[config.mk]
export PLATFORM = sky130hd
export DESIGN_NAME = apb_slv_interface_gen
export DESIGN_NICKNAME = d
export VERILOG_FILES = /design/src/rtl/apb_slv_interface_gen.sv
export SDC_FILE = /design/constraint.sdc
export NUM_CORES = 1
export LEC_CHECK = 0
export ABC_CLOCK_PERIOD_IN_PS = 2400
export BUFFER_PORTS_ARGS = -buffer_cell sky130_fd_sc_hd__buf_2
export CAP_MARGIN = 20
export CORE_MARGIN = 10
export CORE_UTILIZATION = 43
export DETAILED_ROUTE_END_ITERATION = 12
export HOLD_SLACK_MARGIN = 0.02
export PLACE_DENSITY = 0.83
export SLEW_MARGIN = 20
export SYNTH_ARGS = -nofsm -noshare
export SYNTH_HDL_FRONTEND = slang
export SYNTH_SLANG_ARGS = --single-unit
[constraint.sdc]
create_clock -name apb_pclk_i -period 2.4 [get_ports apb_pclk_i]
set_input_delay 0.12 -clock apb_pclk_i [delete_from_list [all_inputs] [get_ports apb_pclk_i]]
set_output_delay 0.12 -clock apb_pclk_i [all_outputs]
set_load 0.02 [all_outputs]
[src/rtl/apb_slv_interface_gen.sv]
// APB slave front end: one outstanding transfer, wait states for read latency.
// Optional macro APB_SLV_STRB_EN enables byte strobes and zero-strobe errors.
module apb_slv_interface_gen #(
    parameter int APB_AW     = 12,
    parameter int APB_DW     = 32,
    parameter int RD_LATENCY = 1,
    parameter int NUM_REGS   = 64
) (
    input  logic                  apb_pclk_i,
    input  logic                  apb_presetn_i,
    input  logic [APB_AW-1:0]     apb_paddr_i,
    input  logic                  apb_psel_i,
    input  logic                  apb_penable_i,
    input  logic                  apb_pwrite_i,
    input  logic [APB_DW-1:0]     apb_pwdata_i,
    input  logic [APB_DW/8-1:0]   apb_pstrb_i,
    output logic                  apb_pready_o,
    output logic [APB_DW-1:0]     apb_prdata_o,
    output logic                  apb_pslverr_o,
    output logic [APB_AW-1:0]     apb_reg_waddr_o,
    output logic [APB_DW-1:0]     apb_reg_wdata_o,
    output logic [APB_DW/8-1:0]   apb_reg_wstrb_o,
    output logic                  apb_reg_wrenable_o,
    output logic [APB_AW-1:0]     apb_reg_raddr_o,
    output logic                  apb_reg_rdenable_o,
    input  logic [APB_DW-1:0]     apb_reg_rdata_i,
    output logic                  apb_reg_rd_byte_complete_o
);

    localparam int SW  = APB_DW / 8;
    localparam int BSH = $clog2(SW);
    localparam logic [APB_AW:0] NREG = (APB_AW+1)'(NUM_REGS);

    typedef enum logic [1:0] {IDLE, WAIT, READY} state_t;

    state_t              state_q, state_d;
    logic [2:0]          cnt_q, cnt_d;
    logic                err_q, err_d;
    logic                write_q, write_d;
    logic [APB_AW-1:0]   addr_q, addr_d;
    logic [APB_DW-1:0]   wdata_q, wdata_d;
    logic                wren_q, wren_d;
    logic                rden_q, rden_d;
    logic                rdc_q, rdc_d;
    logic [APB_AW-1:0]   widx;
    logic                new_err;
    logic                strb_err;

`ifdef APB_SLV_STRB_EN
    logic [SW-1:0]       strb_q, strb_d;
    assign strb_err = apb_pwrite_i && (apb_pstrb_i == '0);
`else
    logic                unused_strb;
    assign unused_strb = ^apb_pstrb_i;
    assign strb_err    = 1'b0;
`endif

    assign widx    = apb_paddr_i >> BSH;
    assign new_err = ({1'b0, widx} >= NREG) || strb_err;

    // Next-state, latch and pulse logic for the transfer FSM
    always_comb begin
        state_d = state_q;
        cnt_d   = cnt_q;
        err_d   = err_q;
        write_d = write_q;
        addr_d  = addr_q;
        wdata_d = wdata_q;
`ifdef APB_SLV_STRB_EN
        strb_d  = strb_q;
`endif
        wren_d  = 1'b0;
        rden_d  = 1'b0;
        rdc_d   = 1'b0;
        unique case (state_q)
            IDLE: begin
                if (apb_psel_i && !apb_penable_i) begin
                    addr_d  = apb_paddr_i;
                    write_d = apb_pwrite_i;
                    wdata_d = apb_pwdata_i;
`ifdef APB_SLV_STRB_EN
                    strb_d  = apb_pstrb_i;
`endif
                    err_d   = new_err;
                    rden_d  = !apb_pwrite_i && !new_err;
                    if (apb_pwrite_i || new_err || RD_LATENCY == 0) begin
                        state_d = READY;
                    end else begin
                        state_d = WAIT;
                        cnt_d   = 3'(RD_LATENCY - 1);
                    end
                end
            end
            WAIT: begin
                if (cnt_q == '0) state_d = READY;
                else             cnt_d   = cnt_q - 3'd1;
            end
            READY: begin
                if (!apb_psel_i) begin
                    state_d = IDLE;
                end else if (apb_penable_i) begin
                    state_d = IDLE;
                    wren_d  = write_q && !err_q;
                    rdc_d   = !write_q;
                end
            end
            default: state_d = IDLE;
        endcase
    end

    // State and latched transfer registers
    always_ff @(posedge apb_pclk_i or negedge apb_presetn_i) begin
        if (!apb_presetn_i) begin
            state_q <= IDLE;
            cnt_q   <= '0;
            err_q   <= 1'b0;
            write_q <= 1'b0;
            addr_q  <= '0;
            wdata_q <= '0;
`ifdef APB_SLV_STRB_EN
            strb_q  <= '0;
`endif
            wren_q  <= 1'b0;
            rden_q  <= 1'b0;
            rdc_q   <= 1'b0;
        end else begin
            state_q <= state_d;
            cnt_q   <= cnt_d;
            err_q   <= err_d;
            write_q <= write_d;
            addr_q  <= addr_d;
            wdata_q <= wdata_d;
`ifdef APB_SLV_STRB_EN
            strb_q  <= strb_d;
`endif
            wren_q  <= wren_d;
            rden_q  <= rden_d;
            rdc_q   <= rdc_d;
        end
    end

    // APB response is only driven while the FSM sits in READY
    always_comb begin
        apb_pready_o  = (state_q == READY);
        apb_pslverr_o = (state_q == READY) && err_q;
        apb_prdata_o  = '0;
        if (state_q == READY && !write_q && !err_q)
            apb_prdata_o = apb_reg_rdata_i;
    end

    assign apb_reg_waddr_o            = addr_q;
    assign apb_reg_raddr_o            = addr_q;
    assign apb_reg_wdata_o            = wdata_q;
    assign apb_reg_wrenable_o         = wren_q;
    assign apb_reg_rdenable_o         = rden_q;
    assign apb_reg_rd_byte_complete_o = rdc_q;
`ifdef APB_SLV_STRB_EN
    assign apb_reg_wstrb_o            = strb_q;
`else
    assign apb_reg_wstrb_o            = '1;
`endif

endmodule

==> results by stage, run 1 <==
Power:
- The share of total power consumed by net switching is 0.331.
- Cell internal power was estimated by the tool at about 1600 µW.
- Of the total power, the clock network draws 0.210.
- The switching component of the power is approximately 800 µW.
- The share of total power dissipated in combinational logic is 0.310.
- The leakage power of the design is around 0.0018 µW.
- The worst-case IR drop observed on VDD is ~500 µV.
- The power per cell area is 710 nW/µm².
- The share of total power dissipated in sequential elements is 0.480.

Worst setup path:
- The cell family contributing the most delay on the critical path is simple AND/OR/NAND/NOR gates.
- In this run the critical register-to-register path is captured at cnt_q[1]$_DFFE_PN0P_.
- The setup check on the worst reg-to-reg path leaves a slack of 0.68 ns.
- The delay of the slowest critical-path stage is 0.49 ns.
- The worst setup path is captured at an output port.
- In this run the number of cells on the critical path is 5.
- Data on the critical path arrives at its endpoint at around 1.9 ns.
- In this run the critical register-to-register path is launched from state_q[0]$_DFFE_PN0P_.
- The largest driver fanout on the critical path is 32.
- The number of cells on the worst reg-to-reg path is 4.
- The critical path is of the flop to output port type.
- Data on the critical path is required at its endpoint by 2.28 ns.
- The critical path goes through and2b_1, nor3b_2, buf_4, and2_1, buf_2.
- For this design, the slowest cell found on the critical path is sky130_fd_sc_hd__dfrtp_1.
- The number of buffers and inverters on the critical path is 2.
- STA classifies the critical path startpoint as a flop.

Logic synthesis:
- The post-synthesis average cell area is 13.1 µm².
- In the synthesized netlist the dominant register cell turns out to be sky130_fd_sc_hd__dfrtp_1.
- After synthesis, the share of flip-flops with an asynchronous set or reset is 1.00.
- The number of distinct library cell variants in the gate-level netlist after synthesis is 28.
- The number of synthesis warnings is 0.
- The post-synthesis instance area is roughly 2500 µm².
- The post-synthesis instance total is ~190.
- After synthesis the netlist holds a flip-flop and latch count of 54.
- Counting flops with a built-in enable in the synthesized netlist gives 0.
- For this run, the register share of the synthesized area comes to 0.547.

Die:
- The die footprint is 9170 µm².
- The floorplan step set the die width to approximately 96 µm.
- The number of placement rows is 27.
- The effective utilization at floorplan is 0.446.
- After floorplanning, the core was sized to cover 5540 µm².
- Pin placement for this block handled 182 I/O pins.
- The die is between 90 and 100 µm tall.

Layout:
- Of the cells placed in the final design, the portion with a size suffix greater than 1 is 0.669.
- The leading cell type in the layout, fill and taps excluded is sky130_fd_sc_hd__buf_2.
- The number of fill cells is 452.
- The layout-stage area growth over the synthesis result is 38.1%.
- In the layout the commonest cells are sky130_fd_sc_hd__buf_2 (173), sky130_fd_sc_hd__dfrtp_1 (54), sky130_fd_sc_hd__mux2_2 (46).
- Summing all non-filler instances in the final layout gives an area of 3410 µm².
- The number of antenna cells inserted is 0.
- The total number of nets in the final design is 439.

STA:
- The worst pin sits at a relative slew slack of 0.643.
- The share of the clock period used by the worst path after layout is 0.824.
- The final count of pins violating max slew is 0.
- Setup repair after global routing left no endpoint under its margin.
- The count of endpoints failing hold in the final timing report is 0.
- Static timing analysis puts the maximum clock frequency at approximately 510 MHz.
- The number of setup violations in the final report is 0.
- The actual transition at the worst max-transition pin is 0.536 ns.
- Setup total negative slack on the finished layout was measured at 0 ns.
- The worst setup skew after layout is 0.00880 ns.
- The post-route minimum period is 1.98 ns.

Global route:
- The initial antenna violation count is 0.
- The first global-routing pass estimated roughly 10000 µm of wire.
- The total routing resource utilization after global routing is 0.141.
- The number of global-route vias before repair was about 2100.
- Global routing finished with a remaining overflow of 0.
- The largest net degree at the start of global routing is 33.

Detailed routing:
- The average detailed-routed wire length per instance is roughly 17 µm.
- After the first detailed-routing iteration, the DRC count stood at 63.
- The remaining routing DRC violations is 0.
- The first TritonRoute pass finished after 4 iterations.
- Dividing the detail-routed via count by the number of cells gives 4.60.
- The final route contains 1956 vias.
- Once detail routing completed, the nets flagged for antenna violations numbered 0.
- The aggregate routed wire length is just over 7000 µm.

CTS:
- The CTS tree is yes.
- Clock-pin slew was measured on the worst setup and hold paths at 0.09 ns.
- In this run the post-CTS setup repair buffer count came out at 0.
- The CTS sink count is 54.
- CTS built an H-tree with a depth of 2.
- The buffer depth of the longest clock path is 2.
- The number of buffers added by the clock tree synthesis step is 5.
- Clock latency on the worst-skew pair, taken at its later pin, is 0.30 ns.
- The cell sitting at the root of the clock tree is a sky130_fd_sc_hd__clkbuf_8.

Placed design:
- The routability congestion estimate from global placement is ~0.84.
- After detailed placement, the total cell area comes to 3300 µm².
- The count of buffers added on input and output ports is 173.
- Once detailed placement completed, the half-perimeter wirelength came to 5920 µm.

Hold path:
- For hold timing, the worst endpoint is apb_reg_wdata_o[15]$_DFFE_PN0P_.
- Along the worst hold path, the cell count comes to 2.
- The startpoint identified for the worst hold timing path is apb_pwdata_i[15].
- The path class of the lowest-slack min-delay path is primary input to flop.

Outcome:
- The run finished with clean final reports.

Run:
- Max-cap violations in this run came to 0.
cell families (layout without fill, tap and decap cells):
logic type,count (synthesis),count (layout),synth area share
flip-flops,54,54,0.547
AND/OR/NAND/NOR,52,52,0.141
multiplexers,46,46,0.210
buffers and inverters,28,189,0.0740
AO/OA/AOI/OAI,6,6,0.0162
adder cells (fa/ha/maj),2,2,0.0101
other,1,4,0.00152
worst max path at each step:
| stage | startpoint | to | slack (ns) |
|---|---|---|---|
| finish | state_q[0]$_DFFE_PN0P_ | apb_prdata_o[28] | 0.42 |
| CTS | state_q[0]$_DFFE_PN0P_ | apb_prdata_o[28] | 0.41 |
| floorplan | state_q[0]$_DFFE_PN0P_ | apb_prdata_o[10] | 0.71 |
| global placement | state_q[0]$_DFFE_PN0P_ | cnt_q[1]$_DFFE_PN0P_ | 0.68 |
| detailed placement | state_q[0]$_DFFE_PN0P_ | cnt_q[1]$_DFFE_PN0P_ | 0.68 |
| global route | state_q[0]$_DFFE_PN0P_ | apb_prdata_o[28] | 0.31 |
worst register-to-register path: cells and delay by family, from the launching register on:
family / cells / cell delay, ns
simple gates: 2 / 0.64
flops: 1 / 0.49
buf+inv: 1 / 0.37
compound gates: 1 / 0.10
power by group through the flow:
stage | Combinational [µW] | Clock [µW] | Sequential, µW
2_1_floorplan | 326 | 0 | 1350
3_3_place_gp | 752 | 0 | 1170
3_5_place_dp | 766 | 0 | 1180
4_1_cts | 768 | 537 | 1170
5_1_grt | 811 | 569 | 1190
6_report | 751 | 508 | 1160
synthesized netlist by cell type, drive strengths merged, types with 2 or more instances:
master,n,area share
dfrtp,54,0.55
and2,33,0.084
nor3,2,0.0041
ha,2,0.010
nor4b,2,0.0096
or4,2,0.0076
o22ai,2,0.0051
buf,22,0.065
clkbuf,3,0.0046
nand2b,2,0.0051
inv,3,0.0046
mux2,46,0.21
nor3b,3,0.013
nand2,3,0.0046
cell type report:
| class | instances | area (µm²) | area share |
|---|---|---|---|
| clock buffer | 6 | 82.6 | 0.0242 |
| clock inverter | 2 | 12.5 | 0.00367 |
| inverter | 3 | 11.3 | 0.00330 |
| multi-input combinational | 110 | 955 | 0.280 |
| sequential | 54 | 1350 | 0.396 |
| timing repair buffer | 178 | 906 | 0.266 |
| tap | 72 | 90.1 | 0.0264 |
routing by layer:
| metal | vias to the layer above | wire length [µm] | GRT usage |
|---|---|---|---|
| met5 | - | 0 | 0 |
| met2 | 75 | 3920 | 0.255 |
| li1 | 942 | - | - |
| met4 | 0 | 25 | 0.0307 |
| met3 | 4 | 658 | 0.0591 |
| met1 | 935 | 2430 | 0.150 |
state kept, by name (all words and copies together) (netlist names):
| register | count |
|---|---|
| apb_reg_wrenable_o | 1 |
| write_q | 1 |
| apb_reg_raddr_o | 12 |
| apb_reg_rdenable_o | 1 |
| state_q | 2 |
| apb_reg_wdata_o | 32 |
| err_q | 1 |
| cnt_q | 3 |
| apb_reg_rd_byte_complete_o | 1 |
timing repair:
| action | CTS | global route |
|---|---|---|
| hold buffers | 1 | 0 |
| resized for setup | 0 | 0 |
| hold endpoints to repair | 24 | 0 |
stage by stage:
stage               power (µW)  hold WS (ns)  utilization  setup WS [ns]  cells
detailed placement        1950         0.137        0.596          0.679    416
global placement          1920         0.129        0.596          0.684    416
CTS                       2470        0.0289        0.615          0.409    425
floorplan                 1680        -0.176            -          0.711    192
global route              2570        0.0339        0.615          0.305    425
finish                    2420        0.0426        0.615          0.422    425
No activity file was read; power rests on OpenSTA's default activity.
==> run 2, diff against run 1 <==
--- a/config.mk
+++ b/config.mk
@@ -5,14 +5,14 @@
 export SDC_FILE = /design/constraint.sdc
 export NUM_CORES = 1
 export LEC_CHECK = 0
-export ABC_CLOCK_PERIOD_IN_PS = 2400
+export ABC_CLOCK_PERIOD_IN_PS = 1600
 export BUFFER_PORTS_ARGS = -buffer_cell sky130_fd_sc_hd__buf_2
 export CAP_MARGIN = 20
 export CORE_MARGIN = 10
-export CORE_UTILIZATION = 43
+export CORE_UTILIZATION = 36
 export DETAILED_ROUTE_END_ITERATION = 12
 export HOLD_SLACK_MARGIN = 0.02
-export PLACE_DENSITY = 0.83
+export PLACE_DENSITY = 0.74
 export SLEW_MARGIN = 20
 export SYNTH_ARGS = -nofsm -noshare
 export SYNTH_HDL_FRONTEND = slang
==> constraint.sdc (replaced) <==
create_clock -name apb_pclk_i -period 1.6 [get_ports apb_pclk_i]
set_input_delay 0.08 -clock apb_pclk_i [delete_from_list [all_inputs] [get_ports apb_pclk_i]]
set_output_delay 0.08 -clock apb_pclk_i [all_outputs]
set_load 0.02 [all_outputs]
==> run 2 against run 1 <==
Net effect: the flow now finishes with violations (negative setup slack); design area is 36% higher; register-to-register slack worse by 0.72 ns; sequential power is 52% higher; power is 65% higher; sequential share of layout area is 10 points lower; worst setup slack worse by 0.49 ns; first-iteration DRC count is 40% lower; critical endpoint is now apb_prdata_o[12]; highest routed layer unchanged.
==> results by stage, run 2 (synthesis gave the netlist of run 1 again) <==
Outcome:
- The run finished, with violations left.
- The checks that failed: negative setup slack.

Power:
- The internal power came to 2660 µW (+64%).
- The leakage power of the design is 0.00239 µW (+31%).
- The share of total power consumed by net switching is 0.333 (+0.00238).
- The worst-case vdd ir drop is 509 µV (+1.4%).
- The total power draw is 4000 µW (+65%).
- The clock network fraction of total power is 0.182 (-0.028).
- The proportion of power drawn by flip-flops and latches is 0.441 (-0.039).
- The combinational share of power is 0.378 (+0.068).
- The switching component of the power is 1330 µW (+66%).
- The power per cell area is 862 nW/µm² (+21%).

Placed design:
- The half-perimeter wire length after placement is 5740 µm (-3.1%).
- The count of input and output buffers was 173 (unchanged).
- The post-placement worst setup slack is 0.0283 ns (-0.650 ns).
- The routability congestion estimate from global placement is 0.775 (-7.5%).

Global route:
- The first-pass GRT wire length was 13400 µm (+29%).
- The global-route track usage on met2 is 0.304 (+0.0487).
- met2 is the most crowded layer.
- The global-route track usage on met3 is 0.0523 (-0.00687).
- The largest net degree at the start of global routing was 55 (+67%).
- The aggregate global routing overflow is 0 (unchanged).
- The total routing resource utilization after global routing is 0.161 (+0.0197).
- The number of global-route vias before repair came to 2592 (+23%).
- The met1 usage came to 0.163 (+0.0135).
- The initial antenna violation count is 0 (unchanged).

Run:
- The number of maximum-capacitance constraint violations is 0 (unchanged).

Detailed routing:
- The first-pass iteration count of the detailed router is 4 (unchanged).
- The post-route antenna net violation count was 0 (unchanged).
- The number of violations reported at the end of detailed-routing iteration 0 is 38 (-40%).
- The average detailed-routed wire length per instance is 20.1 µm (+21%).
- The remaining routing DRC violations is 0 (unchanged).
- The post-detailed-route via-to-cell ratio is 4.71 (+2.4%).
- The aggregate routed wire length is 10000 µm (+42%).
- The number of vias after detailed routing is 2346 (+20%).

Die:
- The height of the die is 103 µm (+7.4%).
- The number of placement rows came to 30 (+11%).
- The die footprint came to 10600 µm² (+15%).
- The number of I/O pins is 182 (unchanged).
- The area inside the core boundary is 6720 µm² (+21%).
- The effective utilization at floorplan came to 0.367 (-0.0782).
- The x dimension of the die is 103 µm (+7.4%).

Layout:
- The library cell used most frequently in the layout, excluding fill and tap cells, is sky130_fd_sc_hd__buf_2.
- The layout-stage area growth over the synthesis result is 87.7%.
- The number of antenna cells inserted was 0 (unchanged).
- The total area of multi-input combinational cells is 1210 µm² (+27%).
- The share of post-route cells with drive strength above 1 is 0.694 (+0.0252).
- The number of flip-flops in the largest register came to 32 (unchanged).
- The core utilization of the finished layout is 0.690 (+0.0744).
- The number of fill cells was 494 (+9.3%).
- The area taken by flip-flops and latches is 1350 µm² (unchanged).
- The total number of nets in the final design came to 505 (+15%).
- The top cell types in the final layout, fill and taps aside, are sky130_fd_sc_hd__buf_2 (140), sky130_fd_sc_hd__dfrtp_1 (54), sky130_fd_sc_hd__mux2_4 (45), sky130_fd_sc_hd__dlygate4sd3_1 (45), sky130_fd_sc_hd__buf_6 (37).

STA:
- Dividing the final minimum period by the clock period gives 1.04.
- The sum of negative setup slack is -2.79 ns (-2.79 ns).
- Setup repair after global routing could not meet its margin everywhere.
- The highest attainable clock frequency is 598 MHz.
- The number of setup violations in the final report is 78 (+78).
- The count of endpoints failing hold in the final timing report is 0 (unchanged).
- Counting I/O delays and the setup requirement, the final critical path takes 1.67 ns.
- The worst hold slack is 0.0460 ns (+0.00341 ns).
- The post-layout worst setup margin is -0.0718 ns (-0.494 ns).
- The final count of pins violating max slew was 0 (unchanged).
- The worst setup skew after layout is 0.00821 ns (-0.000592 ns).

Worst setup path:
- The delay of the slowest critical-path stage came to 0.38 ns (-0.11 ns).
- The worst endpoint data arrival time came to 1.59 ns (-0.27 ns).
- The number of buffers and inverters on the critical path is 2 (unchanged).
- Among cell families on the critical path, the largest total delay comes from simple AND/OR/NAND/NOR gates.
- The endpoint type of the worst setup path is an output port.
- The largest driver fanout on the critical path was 16 (-50%).
- The cell with the biggest individual delay on the critical path is sky130_fd_sc_hd__dfrtp_1.
- The most numerous cell type found on the critical path is sky130_fd_sc_hd__buf_6.
- The required time at the endpoint of the critical path came to 1.52 ns (-0.76 ns).
- Walking the worst path, the cells encountered are and2b_2, nor3b_4, buf_6, and2_4, buf_6.
- The kind of critical path is flop to output port.
- The worst setup path is launched from a flop.

CTS:
- The tree is rooted in a sky130_fd_sc_hd__clkbuf_8.
- The buffer depth of the longest clock path is 2 (unchanged).
- The CTS tree is yes.
- The number of buffers added by the clock tree synthesis step is 5 (unchanged).
- The clock-pin transition on the worst setup and hold timing paths is 0.09 ns (about the same).
- The CTS sink count is 54 (unchanged).
- The total number of H-tree levels is 2 (unchanged).
- The insertion delay of the later-clocked pin in the worst-skew pair is 0.30 ns (about the same).

Hold path:
- The path class of the lowest-slack min-delay path is primary input to flop.
-- run 2: changes by cell type in the layout (fill, tap and decap cells not counted), moves of 7 or more --
| cell | change |
|---|---|
| sky130_fd_sc_hd__mux2_2 | -45 |
| sky130_fd_sc_hd__mux2_4 | +45 |
| sky130_fd_sc_hd__dlygate4sd3_1 | +44 |
| sky130_fd_sc_hd__buf_6 | +37 |
| sky130_fd_sc_hd__buf_2 | -33 |
| sky130_fd_sc_hd__and2_1 | -32 |
| sky130_fd_sc_hd__and2_4 | +19 |
| sky130_fd_sc_hd__and2_2 | +13 |
| sky130_fd_sc_hd__buf_4 | +7 |
-- run 2: cell type report --
cell class,instances,area share
Timing Repair Buffer,244,0.406
Sequential cell,54,0.292
Clock buffer,6,0.0157
Tap cell,80,0.0216
Inverter,3,0.00243
Clock inverter,1,0.00162
Multi-Input combinational cell,110,0.261
-- run 2: stage by stage --
step | area, µm² | instances
final | 4630 | 498
after global routing | 4630 | 498
after CTS | 4250 | 486
after detailed placement | 3420 | 428
after global placement | 3420 | 428
after floorplan | 2520 | 192
-- run 2: power by group through the flow --
stage	sequential, µW	clock, µW	combinational, µW
floorplan	2030	0	490
global placement	1750	0	1160
detailed placement	1770	0	1180
CTS	1740	768	1290
global route	1800	813	1610
finish	1760	726	1510
-- run 2: timing repair --
item	4_1_cts	5_1_grt
resized for setup	83	63
cloned	1	7
pin swaps	1	1
buffers inserted	5	7
hold buffers	45	0
endpoints found under the setup margin	32	82
hold endpoints to repair	98	0
-- run 2: path summary, 6_finish.rpt --
path                                            startpoint                              end  slack [ns]  cells after the start
min                                         apb_paddr_i[9]   apb_reg_raddr_o[9]$_DFFE_PN0P_        0.05                      2
max in group asynchronous                    apb_presetn_i     apb_reg_wrenable_o$_DFF_PN0_        1.04                      3
max reg2reg                         state_q[1]$_DFFE_PN0P_   apb_reg_raddr_o[9]$_DFFE_PN0P_       -0.04                      6
min reg2reg                apb_reg_wdata_o[31]$_DFFE_PN0P_  apb_reg_wdata_o[31]$_DFFE_PN0P_        0.51                      1
max                                 state_q[0]$_DFFE_PN0P_                 apb_prdata_o[12]       -0.07                      5
min in group asynchronous                    apb_presetn_i  apb_reg_wdata_o[17]$_DFFE_PN0P_        0.30                      3
-- run 2: metal layers --
metal / up-vias / share of wire
met3: 19 / 0.074
li1: 1078 / -
met5: - / 0
met4: 0 / 0.026
met1: 1151 / 0.37
met2: 98 / 0.53
==> run 3, diff against run 2 <==
--- a/config.mk
+++ b/config.mk
@@ -6,13 +6,13 @@
 export NUM_CORES = 1
 export LEC_CHECK = 0
 export ABC_CLOCK_PERIOD_IN_PS = 1600
-export BUFFER_PORTS_ARGS = -buffer_cell sky130_fd_sc_hd__buf_2
 export CAP_MARGIN = 20
 export CORE_MARGIN = 10
-export CORE_UTILIZATION = 36
+export CORE_UTILIZATION = 50
 export DETAILED_ROUTE_END_ITERATION = 12
+export DONT_BUFFER_PORTS = 1
 export HOLD_SLACK_MARGIN = 0.02
-export PLACE_DENSITY = 0.74
+export PLACE_DENSITY = 0.66
 export SLEW_MARGIN = 20
 export SYNTH_ARGS = -nofsm -noshare
 export SYNTH_HDL_FRONTEND = slang
==> run 3 against run 2 <==
Net effect: the flow still finishes with violations (negative setup slack); routed wire length fell by 22%; clock-buffer cell count fell by 1; combinational power fell by 58%; non-clock buffer count fell by 176; register-to-register slack got worse by 0.05 ns; sequential cell count did not move; highest routed layer unchanged; design area fell by 26%; critical path type unchanged; clock power rose by 31%.
==> results by stage, run 3 (synthesis gave the netlist of run 1 again) <==
Outcome:
- The run finished, with violations left.
- The final reports fail on negative setup slack.

Worst setup path:
- The worst setup path is captured at an output port.
- The critical path goes through buf_6, and2b_2, nor3b_4, buf_6, buf_6, and2_4.
- The delay of the slowest critical-path stage is 0.43 ns (+0.05 ns).
- Among all stages on the critical path, the largest delay is contributed by sky130_fd_sc_hd__dfrtp_1.
- The critical path is of the flop to output port type.
- The worst endpoint data arrival time is 1.74 ns (+0.15 ns).
- The cell type with the highest occurrence count on the critical path is sky130_fd_sc_hd__buf_6.
- The setup slack on the worst flop-to-flop path was -0.09 ns (-0.05 ns).
- The largest driver fanout on the critical path is 8 (-8).
- STA classifies the critical path startpoint as a flop.
- The required time at the endpoint of the critical path is 1.52 ns (about the same).

Layout:
- The layout-stage area growth over the synthesis result is 38.2%.
- The number of flip-flops in the largest register was 32 (unchanged).
- The area taken by flip-flops and latches is 1350 µm² (unchanged).
- The core utilization of the finished layout came to 0.718 (+0.0281).
- The number of fill cells is 334 (-32%).
- Leaving out fill and tap cells, the most frequent cell in the layout is sky130_fd_sc_hd__dfrtp_1.
- The total area of multi-input combinational cells is 1120 µm² (-7.5%).
- In the layout the commonest cells are sky130_fd_sc_hd__dfrtp_1 (54), sky130_fd_sc_hd__dlygate4sd3_1 (48), sky130_fd_sc_hd__and2_4 (32).
- The share of post-route cells with drive strength above 1 is 0.469 (-0.225).
- The total number of nets in the final design was 329 (-35%).

Detailed routing:
- The first-pass iteration count of the detailed router was 4 (unchanged).
- The aggregate routed wire length is 7800 µm (-22%).
- The post-route antenna net violation count is 0 (unchanged).
- The number of violations reported at the end of detailed-routing iteration 0 was 43 (+13%).
- The number of vias after detailed routing came to 1673 (-29%).
- The post-detailed-route via-to-cell ratio came to 5.38 (+14%).
- The average detailed-routed wire length per instance was 25.1 µm (+25%).
- The remaining routing DRC violations is 0 (unchanged).

CTS:
- TritonCTS built the clock tree.
- The clock-pin transition on the worst setup and hold timing paths is 0.10 ns (about the same).
- The total number of H-tree levels is 2 (unchanged).
- The number of buffers added by the clock tree synthesis step is 5 (unchanged).
- The insertion delay of the later-clocked pin in the worst-skew pair is 0.31 ns (about the same).
- The buffer depth of the longest clock path was 2 (unchanged).
- The CTS sink count is 54 (unchanged).
- The clock root buffer master is sky130_fd_sc_hd__clkbuf_8.

Placed design:
- The post-placement worst setup slack is -0.0492 ns (-0.0776 ns).
- The routability congestion estimate from global placement is 0.720 (-7.1%).
- The half-perimeter wire length after placement was 5140 µm (-10%).
- The count of input and output buffers is 0 (-100%).

Power:
- The leakage power of the design came to 0.00151 µW (-37%).
- The power per cell area is 1090 nW/µm² (+27%).
- The worst-case vdd ir drop was 779 µV (+53%).

Global route:
- The number of global-route vias before repair is 1826 (-30%).
- The total routing resource utilization after global routing was 0.164 (+0.00291).
- The initial antenna violation count is 1 (+1).
- The aggregate global routing overflow was 0 (unchanged).
- The first-pass GRT wire length came to 10600 µm (-21%).
- The largest net degree at the start of global routing is 55 (unchanged).

Die:
- The height of the die is 90.3 µm (-12%).
- The number of placement rows is 25 (-17%).
- The die footprint is 8150 µm² (-23%).
- The effective utilization at floorplan is 0.519 (+0.152).
- The number of I/O pins came to 182 (unchanged).
- The x dimension of the die came to 90.3 µm (-12%).
- The area inside the core boundary is 4750 µm² (-29%).

STA:
- The post-layout worst setup margin came to -0.223 ns (-0.151 ns).
- The share of the clock period used by the worst path after layout is 1.14 (+0.0943).
- Setup repair after global routing could not meet its margin everywhere.
- The sum of negative setup slack is -8.89 ns (-6.09 ns).
- The worst setup skew after layout is 0.00635 ns (-0.00186 ns).
- The highest attainable clock frequency is 549 MHz (-8.3%).
- The final count of pins violating max slew is 0 (unchanged).
- The number of setup violations in the final report came to 73 (-6.4%).
- The count of endpoints failing hold in the final timing report came to 0 (unchanged).
- The post-route minimum period is 1.82 ns (+0.151 ns).

Hold path:
- The path class of the lowest-slack min-delay path is primary input to flop.

Run:
- The number of maximum-capacitance constraint violations is 0 (unchanged).
[run 3: changes by cell type in the layout (fill, tap and decap cells not counted), sizes merged]
cell         change
dlygate4sd3      +3
bufinv           +1
clkbuf           -4
diode            +1
buf            -176
inv              +1
[run 3: worst max-delay path, delay by kind of cell (launching register included)]
family	cells	cell delay, ns
buffers and inverters	3	0.40
flip-flops	1	0.43
AND/OR/NAND/NOR	3	0.61
[run 3: repair_timing]
action / CTS / global route
pin swaps: 8 / 26
setup endpoints to repair: 35 / 36
hold buffers: 49 / 0
cloned: 2 / 4
hold endpoints to repair: 106 / 0
buffers inserted: 2 / 5
resized for setup: 18 / 56
[run 3: power breakdown]
part           total, µW  internal [µW]  switching [µW]  leakage (µW)
Combinational        638            395             243      0.000817
Sequential          2140           1600             536      0.000640
Clock                953            477             476     0.0000563
Total               3730           2480            1260       0.00151
[run 3: through the flow]
stage	total power [µW]	cell area, µm²	hold WS [ns]	instances
after CTS	3670	3190	0.0245	302
after global placement	2540	2500	-0.214	241
final	3730	3410	0.0347	311
after global routing	3890	3410	0.0297	311
after detailed placement	2580	2500	-0.214	241
after floorplan	2520	2520	-0.216	192
[run 3: worst paths after layout]
path / endpoint / from / cells after the start
setup / recovery: apb_prdata_o[28] / state_q[0]$_DFFE_PN0P_ / 6
setup reg to reg: apb_reg_wdata_o[13]$_DFFE_PN0P_ / state_q[1]$_DFFE_PN0P_ / 5
hold reg to reg: apb_reg_raddr_o[8]$_DFFE_PN0P_ / apb_reg_raddr_o[8]$_DFFE_PN0P_ / 1
min in group asynchronous: apb_reg_wdata_o[5]$_DFFE_PN0P_ / apb_presetn_i / 2
max in group asynchronous: apb_reg_wrenable_o$_DFF_PN0_ / apb_presetn_i / 2
hold / removal: state_q[1]$_DFFE_PN0P_ / apb_penable_i / 2
[run 3: per-layer routing]
layer  GRT usage  wire (µm)
met5           0          0
met4      0.0385        119
met3       0.102        947
met2       0.302       4200
met1       0.146       2530
[run 3: final cells by class]
class | instances | share of cell area
Sequential cell | 54 | 0.396
Multi-Input combinational cell | 110 | 0.328
Timing Repair Buffer | 68 | 0.213
Tap cell | 67 | 0.0246
Clock buffer | 5 | 0.0202
Clock inverter | 3 | 0.0143
Inverter | 3 | 0.00330
Antenna cell | 1 | 0.000733
